<file path="src/rtl/vit_trellis_pkg.sv">
// Trellis definitions shared by the convolutional encoder and the Viterbi decoder.
// The register vector is {u, sr[K-2:0]}: the current bit u is the MSB and
// sr[K-2] is the most recent previous bit.
package vit_trellis;

  localparam int cMIN_K = 3;
  localparam int cMAX_K = 9;

  // Register vector wide enough for the largest supported constraint length.
  typedef logic [cMAX_K-1:0] trel_vec_t;

  // Build the full register vector from the incoming bit and the shift register.
  // sr must be zero above bit k-2.
  function automatic trel_vec_t reg_vec(input logic u, input trel_vec_t sr, input int k);
    return sr | (trel_vec_t'(u) << (k - 1));
  endfunction

  // Shift register after consuming u: u enters bit k-2, bit 0 falls off.
  function automatic trel_vec_t next_sr(input logic u, input trel_vec_t sr, input int k);
    return (sr >> 1) | (trel_vec_t'(u) << (k - 2));
  endfunction

  // One generator output: parity of the taps selected by the polynomial.
  function automatic logic gen_bit(input trel_vec_t poly, input trel_vec_t vec);
    return ^(poly & vec);
  endfunction

endpackage

</file>
<file path="src/rtl/vit_enc.sv">
// Rate 1/N convolutional encoder with framed input and optional zero tail.
//
// state | meaning
// IDLE  | waiting for an isop bit; other input bits are dropped
// DATA  | encoding frame bits; isop restarts the frame from sr=0
// TAIL  | flushing K-1 zero bits, input stalled (ordy=0)
module vit_enc
  import vit_trellis::*;
#(
  parameter int pCONSTR_LENGTH = 3,
  parameter int pCODE_GEN_NUM  = 2,
  parameter int pCODE_GEN [pCODE_GEN_NUM] = '{6, 7},
  parameter int pTAIL_ENA      = 1
) (
  input  logic                     iclk,
  input  logic                     ireset,
  input  logic                     iclkena,
  input  logic                     isop,
  input  logic                     ival,
  input  logic                     ieop,
  input  logic                     idat,
  output logic                     ordy,
  output logic                     osop,
  output logic                     oval,
  output logic                     oeop,
  output logic [pCODE_GEN_NUM-1:0] odat
);

  localparam int cSR_W  = pCONSTR_LENGTH - 1;
  localparam int cCNT_W = $clog2(pCONSTR_LENGTH);
  // Tail counter runs from K-2 down to 0, giving K-1 tail words.
  localparam logic [cCNT_W-1:0] cTAIL_LOAD = cCNT_W'(pCONSTR_LENGTH - 2);
  localparam logic [cCNT_W-1:0] cCNT_ONE   = cCNT_W'(1);

  localparam logic [1:0] cST_IDLE = 2'd0;
  localparam logic [1:0] cST_DATA = 2'd1;
  localparam logic [1:0] cST_TAIL = 2'd2;

  logic [1:0]               state_q, state_d;
  logic [cSR_W-1:0]         sr_q, sr_d, sr_base;
  logic [cCNT_W-1:0]        tail_cnt_q, tail_cnt_d;
  logic                     accept, data_fire, in_tail, tail_last;
  logic                     word_fire, word_sop, word_eop, u_bit;
  trel_vec_t                code_vec;
  logic [pCODE_GEN_NUM-1:0] code_w;
  logic                     osop_q, oval_q, oeop_q;
  logic [pCODE_GEN_NUM-1:0] odat_q;

  assign in_tail   = (state_q == cST_TAIL);
  assign ordy      = ~in_tail;
  assign accept    = iclkena & ival & ordy;
  // A bit is encoded on any accept in DATA, or an isop accept from IDLE.
  assign data_fire = accept & ((state_q == cST_DATA) | isop);
  assign tail_last = in_tail & (tail_cnt_q == '0);
  assign word_fire = data_fire | (iclkena & in_tail);

  // isop always restarts encoding from the all-zero state, also mid-frame.
  assign sr_base  = (data_fire & isop) ? '0 : sr_q;
  assign u_bit    = in_tail ? 1'b0 : idat;
  assign code_vec = reg_vec(u_bit, trel_vec_t'(sr_base), pCONSTR_LENGTH);

  assign word_sop = data_fire & isop;
  assign word_eop = (pTAIL_ENA != 0) ? (iclkena & tail_last) : (data_fire & ieop);

  for (genvar j = 0; j < pCODE_GEN_NUM; j++) begin : g_gen
    assign code_w[j] = gen_bit(pCODE_GEN[j][cMAX_K-1:0], code_vec);
  end

  // Frame sequencing, shift register update and tail counting.
  always_comb begin
    state_d    = state_q;
    sr_d       = sr_q;
    tail_cnt_d = tail_cnt_q;
    case (state_q)
      cST_IDLE, cST_DATA: begin
        if (data_fire) begin
          sr_d = cSR_W'(next_sr(u_bit, trel_vec_t'(sr_base), pCONSTR_LENGTH));
          if (ieop) begin
            if (pTAIL_ENA != 0) begin
              state_d    = cST_TAIL;
              tail_cnt_d = cTAIL_LOAD;
            end else begin
              state_d = cST_IDLE;
            end
          end else begin
            state_d = cST_DATA;
          end
        end
      end
      cST_TAIL: begin
        if (iclkena) begin
          sr_d = cSR_W'(next_sr(1'b0, trel_vec_t'(sr_q), pCONSTR_LENGTH));
          if (tail_cnt_q == '0) begin
            state_d = cST_IDLE;
          end else begin
            tail_cnt_d = tail_cnt_q - cCNT_ONE;
          end
        end
      end
      default: begin
        state_d    = cST_IDLE;
        sr_d       = '0;
        tail_cnt_d = '0;
      end
    endcase
  end

  // Control state registers; everything holds while iclkena is low.
  always_ff @(posedge iclk or posedge ireset) begin
    if (ireset) begin
      state_q    <= cST_IDLE;
      sr_q       <= '0;
      tail_cnt_q <= '0;
    end else if (iclkena) begin
      state_q    <= state_d;
      sr_q       <= sr_d;
      tail_cnt_q <= tail_cnt_d;
    end
  end

  // Registered coded word and framing flags, one cycle after the encoded bit.
  always_ff @(posedge iclk or posedge ireset) begin
    if (ireset) begin
      oval_q <= 1'b0;
      osop_q <= 1'b0;
      oeop_q <= 1'b0;
      odat_q <= '0;
    end else if (iclkena) begin
      oval_q <= word_fire;
      osop_q <= word_sop;
      oeop_q <= word_eop;
      if (word_fire) begin
        odat_q <= code_w;
      end
    end
  end

  assign oval = oval_q;
  assign osop = osop_q;
  assign oeop = oeop_q;
  assign odat = odat_q;

endmodule

</file>
<file path="config.mk">
export PLATFORM = sky130hd
export DESIGN_NAME = vit_enc
export DESIGN_NICKNAME = d
export VERILOG_FILES = /design/src/rtl/vit_trellis_pkg.sv /design/src/rtl/vit_enc.sv
export SDC_FILE = /design/constraint.sdc
export NUM_CORES = 1
export LEC_CHECK = 0
export ABC_AREA = 1
export CAP_MARGIN = 30
export CORE_MARGIN = 3
export CORE_UTILIZATION = 35
export DETAILED_ROUTE_END_ITERATION = 12
export MAX_ROUTING_LAYER = met4
export PLACE_DENSITY_LB_ADDON = 0.1
export SLEW_MARGIN = 40
export SYNTH_ARGS = -nofsm -noshare
export SYNTH_HDL_FRONTEND = slang
export SYNTH_SLANG_ARGS = --single-unit
</file>
<file path="constraint.sdc">
create_clock -name iclk -period 2.65 [get_ports iclk]
set_input_delay 0.53 -clock iclk [delete_from_list [all_inputs] [get_ports iclk]]
set_output_delay 0.53 -clock iclk [all_outputs]
set_load 0.005 [all_outputs]
</file>
Word level (Yosys, flattened, before mapping)
Cells that the tools add are included.
{"block": "totals", "register_bits": 11, "inputBits": 7, "output_inout_bits": 6, "elab_cells": 47}
{"block": "classes", "addsub": 1, "eq_ne": 6, "n_mux": 12, "bitwise": 12, "n_reduce_logical": 9}
{"operator": "9-bit XOR reduction", "n": 2}
{"operator": "2-bit 2-to-1 mux", "n": 8}
{"operator": "2-bit case mux with 2 select lines", "n": 3}
{"operator": "1-bit bitwise AND", "n": 7}
{"operator": "2-bit != test, second input constant", "n": 3}
{"operator": "2-bit zero test", "n": 2}
{"operator": "2-bit AND reduction", "n": 2}
{"operator": "4-bit AND reduction", "n": 1}
{"operator": "2-bit by 3-bit bitwise OR with 3-bit output", "n": 1}
{"operator": "3-bit AND reduction", "n": 1}
{"operator": "2-bit by 1-bit == test with 1-bit output, second input constant", "n": 1}
{"operator": "2-bit == test, second input constant", "n": 1}
{"operator": "2-bit by 1-bit != test with 1-bit output, second input constant", "n": 1}
{"operator": "1-bit bitwise OR", "n": 2}
{"operator": "1-bit by 2-bit bitwise OR with 2-bit output", "n": 1}
{"operator": "2-bit OR reduction", "n": 1}
{"operator": "2-bit by 1-bit subtractor with 2-bit output, second input constant", "n": 1}
{"operator": "1-bit 2-to-1 mux", "n": 1}
{"operator": "1-bit NOT", "n": 1}

Depth between registers and ports, before layout
{"block": "logic_depth", "depth_word": 9, "ltp_mapped": 9, "mapped_depth_nobuf": 9}

Least setup slack after synthesis
Ideal clock, no wire load.
{"block": "synth_timing", "kind": "in2reg", "from": "input port iclkena", "to": "register state_q[1]", "setup_time_ps": 117, "t_arrival_ps": 1064, "t_required_ps": 2533, "path_slack_ps": 1469, "cell_stages": 9, "n_path_buf": 0, "path_cell_list": "nand2_1 > nor2_2 > nand2_2 > nand3_2 > nand2_2 > clkinv_4 > nand2_1 > nand2_1 > nand2_1"}
{"block": "synth_via", "elab_chain_cells": 5}
{"element": "start, declared", "line_no": "vit_enc.sv:17", "source": "input logic iclkena,"}
{"element": "1-bit bitwise AND (2 in a row)", "line_no": "vit_enc.sv:51", "source": "assign accept = iclkena & ival & ordy;"}
{"element": "1-bit bitwise AND", "line_no": "vit_enc.sv:53", "source": "assign data_fire = accept & ((state_q == cST_DATA) | isop);"}
{"element": "2-bit != test (no line)"}
{"element": "3-bit AND reduction (no line) *"}
{"element": "end signal, assigned", "line_no": "vit_enc.sv:111", "source": "state_q <= cST_IDLE;"}
{"element": "end signal, assigned", "line_no": "vit_enc.sv:115", "source": "state_q <= state_d;"}
{"element": "end, declared", "line_no": "vit_enc.sv:39", "source": "logic [1:0] state_q, state_d;"}
Mark *: on every way between the ends. The rest lies on a longest branch, timed or not.
A chain may end at the register's enable or synchronous reset.

Worst setup path in the final report
{"block": "layout_timing", "from": "register state_q[0]", "to": "output port ordy"}
{"block": "layout_via", "elab_chain_cells": 2}
{"element": "2-bit == test", "line_no": "vit_enc.sv:49", "source": "assign in_tail = (state_q == cST_TAIL);"}
{"element": "1-bit NOT", "line_no": "vit_enc.sv:50", "source": "assign ordy = ~in_tail;"}
{"element": "end, declared", "line_no": "vit_enc.sv:22", "source": "output logic ordy,"}
Every way passes these cells.

==> qor.csv <==
stage,metric,value,unit
power_and_ir_drop,Seq pwr share,38.9,%
detailed_routing,total number of vias,518,
floorplan,top-level I/O count,13,
sta,Rel. slew slack,71.4,%
synthesis,Yosys warnings,0,
detailed_routing,wire per inst,10.6,microns
critical_path,crit-path max FO,6,
synthesis,Yosys top cell area share,46.5,%
detailed_routing,total iterations of the first detailed-routing run,4,
cts,setup bufs post-CTS,0,
synthesis,Synth top cells by count,"nand2_1, inv_1, dfrtp_1, nand3_1",
synthesis,Post-synth top flop,dfrtp_1,
place,Placed Area,732,sq um
cts,total CTS buffers,3,
global_routing,first-pass GRT wire length,2130,microns
place,dpl ws,0.737,ns
layout,final core occ,49.2,%
power_and_ir_drop,worst vdd ir,0.361,mV
floorplan,Rows,14,
synthesis,Seq cells post-synth,11,
place,port bufs,12,
sta,fin crit share,72.3,%
sta,Final setup viols,0,
cts,Sink Count,11,
place,DP HPWL,902,microns
cts,CTS tree,yes,
critical_path,critical path endpoint category,output pin,
sta,Max Slew Vio Count,0,
global_routing,initial antenna violation count,0,
sta,Fin. Hold Viols,0,
layout,FILL cells,161,
sta,clock skew,0.00195,ns
critical_path,CP max-delay cell,clkdlybuf4s50_1,
detailed_routing,via-per-instance ratio,4.71,
power_and_ir_drop,clock share of power,15.9,%
cts,Max clock buf depth,2,
sta,RSZ-0062 raised after global routing,false,
synthesis,Cell variety after synth,17,
sta,Final TNS setup,0,ns
critical_path,kind of critical path,reg -> out,
floorplan,Core ar.,0.00154,sq mm
synthesis,ranking of synthesized cells by area,"dfrtp_1, nand2_1, inv_1",
power_and_ir_drop,Pleak,0.405,nW
synthesis,sequential share of the synthesized area,46.5,%
power_and_ir_drop,"Power, Total",713,uW
place,Routability Congestion,0.831,
floorplan,Die H,47.1,microns
layout,P&R area growth vs syn,28.1,%
floorplan,initial core utilization,38.4,%
global_routing,grt total ovfl,0,
critical_path,CP cell instances,inv_1 > nand2_2 > clkdlybuf4s50_1,
global_routing,overall routing resource usage,14.3,%
sta,min Tclk post-route,1.92,ns
layout,FF+latch area,275,sq um
layout,# nets final,103,
cts,H-tree lvl count,1,
critical_path,critical path startpoint category,flip-flop,
cts,cts hold-fix bufs,0,
layout,Finished Cell Area,758,sq um
run,maxcap violations,0,
power_and_ir_drop,switching power share of the total,37.7,%
power_and_ir_drop,combinational cell fraction of total power,45.1,%
power_and_ir_drop,Power Dens Cells,940,mW/mm^2
critical_path,Worst Path Arrival,1.39,ns
floorplan,full die area,0.00222,sq mm
synthesis,"count leader, synth",nand2_1,
synthesis,Post-Syn Nets,86,
detailed_routing,Post-route DRC,0,
synthesis,post-synthesis cell area,592,sq um
cts,CTS resizes,0,
layout,footprint of the multi-input gates,259,sq um
status,status,finished clean,
critical_path,CP Data Required Time,2.12,ns
critical_path,max incr delay on CP,0.51,ns
global_routing,vias in the first global route,493,
power_and_ir_drop,Net Sw Power,269,uW
cts,clock-pin slew on the worst setup and hold paths,0.07,ns
synthesis,Avg Inst Size Synth,7.59,sq um
global_routing,largest net degree at the start of global routing,12,
hold_path,hold depth,2,
floorplan,Die W,47.1,microns
detailed_routing,Final ANT Viol Nets,0,
synthesis,Synth area leader,dfrtp_1,
synthesis,number of synthesized flops with an enable pin,0,
cts,clk_lat worst skew,0.27,ns
critical_path,cells on worst reg2reg path,8,
synthesis,Synth Instances,78,
detailed_routing,initial DRC count,12,
power_and_ir_drop,internal power,444,uW
synthesis,share of flip-flops with an asynchronous set or reset,100,%
layout,Ant. Diodes,0,
hold_path,Hold Path Class,reg -> reg,
sta,setup ws final,0.734,ns
detailed_routing,Post-Route WL,1160,microns
sta,worst slew pin tran,0.428,ns
layout,share of cells above drive strength 1,10.6,%
sta,f_max,0.522,GHz
cts,root buf cell,clkbuf_4,
## cells in the final DEF (no fill, tap or decap)
cell              n
nand4_1           1
a21oi_1           3
dfrtp_1          11
o21ai_1           5
nand2_2           3
clkdlybuf4s50_1  12
nor2_1            5
clkbuf_1          1
nand3_2           1
or2_2             1
ha_1              1
nand3_1           6
nand3b_1          1
clkinv_4          1
clkbuf_4          3
xor2_1            1
o21a_1            1
nor2_2            1
inv_1            13
nand2_1          23
## per-stage QoR
step | hold WS [ns] | std cells
after floorplan | 0.382 | 78
after global placement | 0.466 | 106
after detailed placement | 0.473 | 106
after CTS | 0.490 | 110
after global routing | 0.516 | 110
final | 0.480 | 110
## per-layer routing
layer | track usage (%) | up-vias | wire, microns
met2 | 19.2 | 10 | 513
li1 | - | 276 | -
met4 | 4.97 | 0 | 12
met3 | 5.75 | 2 | 68
met5 | - | - | 0
met1 | 19.3 | 230 | 568
## area by class of cell
| type | instances | area share, % |
|---|---|---|
| clock buffers | 4 | 3.47 |
| inverters | 14 | 7.59 |
| multi-input cells | 53 | 34.2 |
| flip-flops and latches | 11 | 36.3 |
| well taps | 16 | 2.64 |
| repair buffers | 12 | 15.8 |
## worst paths after layout
path | startpoint | end | slack (ns)
worst max-delay path | state_q[0] | ordy | 0.73
worst min-delay path | oval | oval | 0.48
worst max register to register | state_q[1] | state_q[1] | 1.38
worst min register to register | oval | oval | 0.48
max in group asynchronous | ireset | state_q[0] | 1.80
min in group asynchronous | ireset | odat[1] | 0.55
## power by group through the flow
stage | logic (mW) | clock network, mW | registers, mW
after CTS | 0.328 | 0.122 | 0.277
after detailed placement | 0.328 | 0 | 0.280
final | 0.322 | 0.113 | 0.278
after floorplan | 0.213 | 0 | 0.273
after global placement | 0.323 | 0 | 0.280
after global routing | 0.381 | 0.132 | 0.287
## sequential cells by signal (all words and copies together) (netlist names)
register and flops:
tail_cnt_q 2, odat 2, oval 1, state_q 2, sr_q 2, oeop 1
osop 1
## cells by family (layout without fill, tap and decap cells)
family | count (synthesis) | count (layout) | share of synthesized area [%]
AO/OA/AOI/OAI | 9 | 9 | 8.03
XOR/XNOR | 1 | 1 | 1.48
buffers and inverters | 14 | 30 | 9.73
adder cells (fa/ha/maj) | 1 | 1 | 2.11
AND/OR/NAND/NOR | 42 | 42 | 32.1
flip-flops | 11 | 11 | 46.5
## worst max-delay path: cells and delay by family (launching register included)
kind	cells	cell delay, ns
buffers and inverters	2	0.60
and+or+nand+nor	1	0.12
DFF	1	0.39
Note: power is estimated with default switching activity, not from simulation.
